<file path="config.mk">
export PLATFORM = sky130hd
export DESIGN_NAME = ex_muldiv
export DESIGN_NICKNAME = d
export VERILOG_FILES = /design/src/rtl/ex_muldiv.sv
export SDC_FILE = /design/constraint.sdc
export NUM_CORES = 2
export LEC_CHECK = 0
export BUFFER_PORTS_ARGS = -buffer_cell sky130_fd_sc_hd__buf_4
export CORE_MARGIN = 2
export CORE_UTILIZATION = 50
export DETAILED_ROUTE_END_ITERATION = 12
export PLACE_DENSITY = 0.66
export SYNTH_ARGS = -nofsm -noshare
export SYNTH_HDL_FRONTEND = slang
export SYNTH_SLANG_ARGS = --single-unit
</file>
<file path="constraint.sdc">
create_clock -name clk -period 17.4 [get_ports clk]
set_clock_uncertainty 0.2 [all_clocks]
set_input_delay 1.74 -clock clk [delete_from_list [all_inputs] [get_ports clk]]
set_output_delay 1.74 -clock clk [all_outputs]
set_load 0.02 [all_outputs]
</file>
<file path="src/rtl/ex_muldiv.sv">
// RV32M multiply/divide beside the EX ALU: array (latency 1) or shift-add (XLEN+1) multiply, restoring divide (XLEN+1).
// Holds the pipeline while busy; one-cycle valid_o pulse in DONE, suppressed by flush_i.
module ex_muldiv #(
  parameter int XLEN     = 32,
  parameter int MUL_ITER = 0
) (
  input  logic            clk,
  input  logic            rst_n,
  input  logic            start_i,
  input  logic [2:0]      op_i,
  input  logic [XLEN-1:0] op1_i,
  input  logic [XLEN-1:0] op2_i,
  input  logic [4:0]      rd_addr_i,
  input  logic            flush_i,
  output logic [XLEN-1:0] result_o,
  output logic [4:0]      rd_addr_o,
  output logic            valid_o,
  output logic            hold_o
);

  localparam int CW = $clog2(XLEN) + 1;
  localparam logic ARRAY_MUL = (MUL_ITER == 0);
  localparam logic [XLEN-1:0] MIN_VAL = {1'b1, {(XLEN-1){1'b0}}};

  typedef enum logic [1:0] {IDLE, MUL, DIV, DONE} state_t;
  state_t state, state_nxt;

  logic [2:0]        op_q;
  logic [2*XLEN-1:0] acc;
  logic [XLEN-1:0]   opb;
  logic              neg_q, rneg_q;
  logic [CW-1:0]     cnt;
  logic              cooldown;

  logic              s1, s2, is_div, div_zero, div_ovf, accept, last;
  logic [XLEN-1:0]   mag1, mag2, res_direct;
  logic [2*XLEN-1:0] prod_direct, acc_step;
  logic [XLEN:0]     mul_sum, div_shift;
  logic [XLEN-1:0]   div_diff;
  logic              div_ge;

  // Sign fix-up: products are negated on the full double width before selecting a half.
  function automatic logic [XLEN-1:0] fixup(input logic [2:0] op, input logic [2*XLEN-1:0] v,
                                            input logic qneg, input logic rneg);
    logic [2*XLEN-1:0] p;
    logic [XLEN-1:0]   r;
    p = qneg ? -v : v;
    r = '0;
    case (op)
      3'b000:                 r = p[XLEN-1:0];
      3'b001, 3'b010, 3'b011: r = p[2*XLEN-1:XLEN];
      3'b100, 3'b101:         r = qneg ? -v[XLEN-1:0] : v[XLEN-1:0];
      default:                r = rneg ? -v[2*XLEN-1:XLEN] : v[2*XLEN-1:XLEN];
    endcase
    return r;
  endfunction

  always_comb begin
    s1       = ((op_i == 3'b001) | (op_i == 3'b010) | (op_i == 3'b100) | (op_i == 3'b110)) & op1_i[XLEN-1];
    s2       = ((op_i == 3'b001) | (op_i == 3'b100) | (op_i == 3'b110)) & op2_i[XLEN-1];
    mag1     = s1 ? -op1_i : op1_i;
    mag2     = s2 ? -op2_i : op2_i;
    is_div   = op_i[2];
    div_zero = is_div & (op2_i == '0);
    div_ovf  = is_div & ~op_i[0] & (op1_i == MIN_VAL) & (op2_i == '1);
    accept   = (state == IDLE) & start_i & ~flush_i & ~cooldown;
    last     = (cnt == CW'(XLEN - 1));
  end

  generate
    if (MUL_ITER == 0) begin : g_array
      assign prod_direct = {{XLEN{1'b0}}, mag1} * {{XLEN{1'b0}}, mag2};
    end else begin : g_iter
      assign prod_direct = '0;
    end
  endgenerate

  always_comb begin
    if (div_zero)     res_direct = op_i[1] ? op1_i : '1;
    else if (div_ovf) res_direct = op_i[1] ? '0 : MIN_VAL;
    else              res_direct = fixup(op_i, prod_direct, s1 ^ s2, s1);
  end

  // acc holds {hi, multiplier} for MUL and {remainder, dividend/quotient} for DIV.
  always_comb begin
    mul_sum   = {1'b0, acc[2*XLEN-1:XLEN]} + (acc[0] ? {1'b0, opb} : '0);
    div_shift = acc[2*XLEN-1:XLEN-1];
    div_ge    = (div_shift >= {1'b0, opb});
    div_diff  = div_shift[XLEN-1:0] - opb;
    if (state == MUL)
      acc_step = {mul_sum, acc[XLEN-1:1]};
    else
      acc_step = {(div_ge ? div_diff : div_shift[XLEN-1:0]), acc[XLEN-2:0], div_ge};
  end

  always_comb begin
    state_nxt = state;
    case (state)
      IDLE: begin
        if (accept) begin
          if (div_zero | div_ovf | (~is_div & ARRAY_MUL)) state_nxt = DONE;
          else if (~is_div)                                state_nxt = MUL;
          else                                             state_nxt = DIV;
        end
      end
      MUL, DIV: if (last) state_nxt = DONE;
      DONE:     state_nxt = IDLE;
      default:  state_nxt = IDLE;
    endcase
    if (flush_i) state_nxt = IDLE;
  end

  always_ff @(posedge clk or negedge rst_n) begin
    if (!rst_n) state <= IDLE;
    else        state <= state_nxt;
  end

  always_ff @(posedge clk or negedge rst_n) begin
    if (!rst_n) begin
      op_q      <= '0;
      acc       <= '0;
      opb       <= '0;
      neg_q     <= 1'b0;
      rneg_q    <= 1'b0;
      cnt       <= '0;
      cooldown  <= 1'b0;
      result_o  <= '0;
      rd_addr_o <= '0;
    end else begin
      // The instruction that just completed is still held in EX for one more cycle.
      cooldown <= (state == DONE) & ~flush_i;
      if (accept) begin
        op_q      <= op_i;
        opb       <= mag2;
        neg_q     <= s1 ^ s2;
        rneg_q    <= s1;
        cnt       <= '0;
        acc       <= {{XLEN{1'b0}}, mag1};
        rd_addr_o <= rd_addr_i;
        result_o  <= res_direct;
      end else if ((state == MUL) || (state == DIV)) begin
        acc <= acc_step;
        cnt <= cnt + CW'(1);
        if (last) result_o <= fixup(op_q, acc_step, neg_q, rneg_q);
      end
    end
  end

  assign valid_o = (state == DONE) & ~flush_i;
  assign hold_o  = rst_n & (((state == IDLE) & start_i & ~flush_i) | (state == MUL) | (state == DIV));

endmodule

</file>
==> key figures <==
Synthesis
  • Most frequent cell after synthesis: inv_1
  • Synth Area in Compound Gates: 14.14%
  • Async set or reset register ratio after synthesis: 100.0%
  • Synthesized area: 51,960 um^2
  • Yosys top cell area share: 34.60%
  • EDFF count, synth: 0
  • Main combinational cell family by area after synthesis: adder cells
  • Area leader, netlist: fa_1
  • Post-synth top cells: 989 x inv_1, 898 x fa_1, 876 x nor2_1
  • Synth Flop Type: dfrtp_1
  • Seq cells post-synth: 147
  • Synth Area in XOR/XNOR: 5.782%
  • Post-Synth Simple-Gate Area: 18.63%
  • Sequential fraction of the synthesis area: 7.079%
  • Syn nets: 7,826
  • Top cells by area, synth: fa_1 35%, ha_1 8.2%, inv_1 7.1%, dfrtp_1 7.1%, nor2_1 6.3%
  • Yosys cell types: 108
  • Post-synthesis mux area share: 1.767%
  • Syn Inst Count: 6,513
  • Adder-cell share of the synthesized area: 42.76%
  • Mean area per synthesized cell: 7.978 um^2
  • YS warnings: 0

CTS
  • CTS tree: built
  • CTS-repair resized insts: 0
  • Root Buffer: clkbuf_16
  • Number of H-tree levels: 4
  • Worst skew pair latency: 0.49 ns
  • Clk slew on worst S/H paths: 0.07 ns
  • # clock sinks: 147
  • Post-CTS Setup Repair Bufs: 0
  • CTS Buf Count: 17
  • CTS Hold Buffers Added: 0
  • Max clock buf depth: 2

Timing
  • Tcrit/Tclk final: 84.71%
  • Slew of the pin with the lowest slew margin: 1.444 ns
  • Rel. slew slack: 3.680%
  • Final Critical Period: 14.74 ns
  • Peak Freq: 67.84 MHz
  • Fin Setup TNS: 0 ns
  • Final WS setup: 2.660 ns
  • Hold Fails Final Rpt: 0
  • Setup violations, final: 0
  • Max-slew violation count: 0
  • RSZ-0062 raised after global routing: false

Placed design
  • Detailed placement HPWL: 173.9 mm
  • IO buf count: 114
  • Cell Area, Placed: 55,030 um^2
  • Placer Congestion: 1.023
  • DP Worst Slack: 2.557 ns
  • Placed cells: 7,808

Setup path
  • Crit path max-delay family: simple AND/OR/NAND/NOR gates
  • Critical path type: in2reg
  • CP required: 17.58 ns
  • Slowest CP cell: nor3_1
  • Cell mode on critical path: fa_1
  • Worst-path maximum fanout: 14
  • Bufs and invs on worst path: 5
  • Startpoint type of the worst setup path: primary input
  • Critical Path AT: 14.92 ns
  • Crit-path max cell delay: 0.82 ns
  • Critical Path Sink Type: flip-flop

Global routing
  • First-pass GRT wire length: 318.5 mm
  • Total Routing Usage GR: 40.37%
  • Vias in the first global route: 48.69k
  • Grt total ovfl: 0
  • Largest net degree at the start of global routing: 109
  • Initial antenna violation count: 10

Detailed routing
  • Via Count: 49.02k
  • DR iter-0 viols: 5,193
  • Antenna Nets Post-Route: 0
  • Final wirelength: 216.1 mm
  • Drt pass-1 iters: 6
  • Vias/cell: 6.244
  • WL per Instance: 27.53 um
  • DR DRC count: 0

Worst hold path
  • HP Class: reg2reg

Flow run
  • Max Cap Viol: 0

Layout
  • Finished Cell Area: 55,630 um^2
  • Non-filler cells in the finished layout: 7,851
  • Share of cells above drive strength 1: 6.935%
  • Final nets: 7,760
  • Area delta synth->final: 7.070%

Die
  • Vert. Die Dim: 326.4 um
  • Initial Utilization: 50.28%
  • Die ar.: 106,500 um^2
  • CORE AREA: 103,300 um^2
  • # rows: 118
  • Boundary Pins: 115
  • Die span in x: 326.4 um

Run status
  • Status: complete, no violations
==> metal layers <==
layer | up-vias | share of wire, % | global-route usage, % | wire length [um]
li1 | 20940 | - | - | -
met1 | 24430 | 37 | 49.87 | 79340
met2 | 2872 | 45 | 63.94 | 97500
met3 | 768 | 10 | 9.406 | 22550
met4 | 8 | 7.7 | 25.49 | 16680
met5 | - | 0.023 | 0 | 49
==> metrics by stage <==
step | hold slack (ns) | util, %
finish | 0.2797 | 53.83
global route | 0.3007 | 53.81
CTS | 0.2828 | 53.81
detailed placement | 0.2681 | 53.25
global placement | 0.2602 | 53.25
floorplan | 0.2498 | -
==> final timing paths <==
check	depth (start not counted)	slack, ns	endpoint	startpoint
max	36	2.66	result_o[26]	op1_i[0]
min	2	0.28	opb[4]	opb[4]
max reg2reg	15	10.34	result_o[31]	opb[16]
min reg2reg	2	0.28	opb[4]	opb[4]
max in group asynchronous	2	14.41	acc[17]	rst_n
min in group asynchronous	1	1.07	state[1]	rst_n
==> worst min-delay path: cells and delay by family (launching register included) <==
kind | cells | cell delay [ns]
flip-flops | 1 | 0.34
AO/OA/AOI/OAI | 1 | 0.06
AND/OR/NAND/NOR | 1 | 0.04
==> flip-flops by register name, summed over array words and instances (netlist names) <==
signal	count
rneg_q	1
acc	64
opb	32
cooldown	1
state	2
op_q	3
result_o	32
neg_q	1
rd_addr_o	5
cnt	6
==> cell type report <==
class | instances | area [um^2]
Fill cell | 9952 | 47710
Timing Repair Buffer | 274 | 2061
Tap cell | 1380 | 1727
Antenna cell | 11 | 27.53
Inverter | 990 | 3716
Clock inverter | 11 | 117.6
Clock buffer | 21 | 460.4
Multi-Input combinational cell | 5017 | 43850
Sequential cell | 147 | 3679
==> cells in the final DEF (no fill, tap or decap), types with 30 or more instances in the layout <==
master and instances:
nor4_1 30, a21o_1 63, o21ai_1 38, nor2_1 874, nor3_1 81, and2_1 46, mux2i_1 75, ha_1 337
xnor2_1 156, or3_1 45, fa_1 898, o31ai_1 55, a211oi_1 31, buf_4 273, o211ai_1 73, inv_1 989
and3_1 37, nand2_1 789, dfrtp_1 147, a31oi_1 50, nand3_1 77, o21ai_0 273, xor2_1 118, nand4_1 69
xnor2_2 39, nand2b_1 32, a21oi_1 278
==> logic make-up (layout without fill, tap and decap cells) <==
family | Yosys count | after routing
flops | 147 | 147
simple gates | 2211 | 2211
mux | 90 | 90
compound gates | 1136 | 1136
other cells | 0 | 11
xor+xnor | 343 | 343
fa+ha+maj | 1237 | 1237
buf+inv | 1349 | 1296
Power is not shown: default switching activity piles up to over one toggle a cycle in this logic, so the estimate is an artifact.
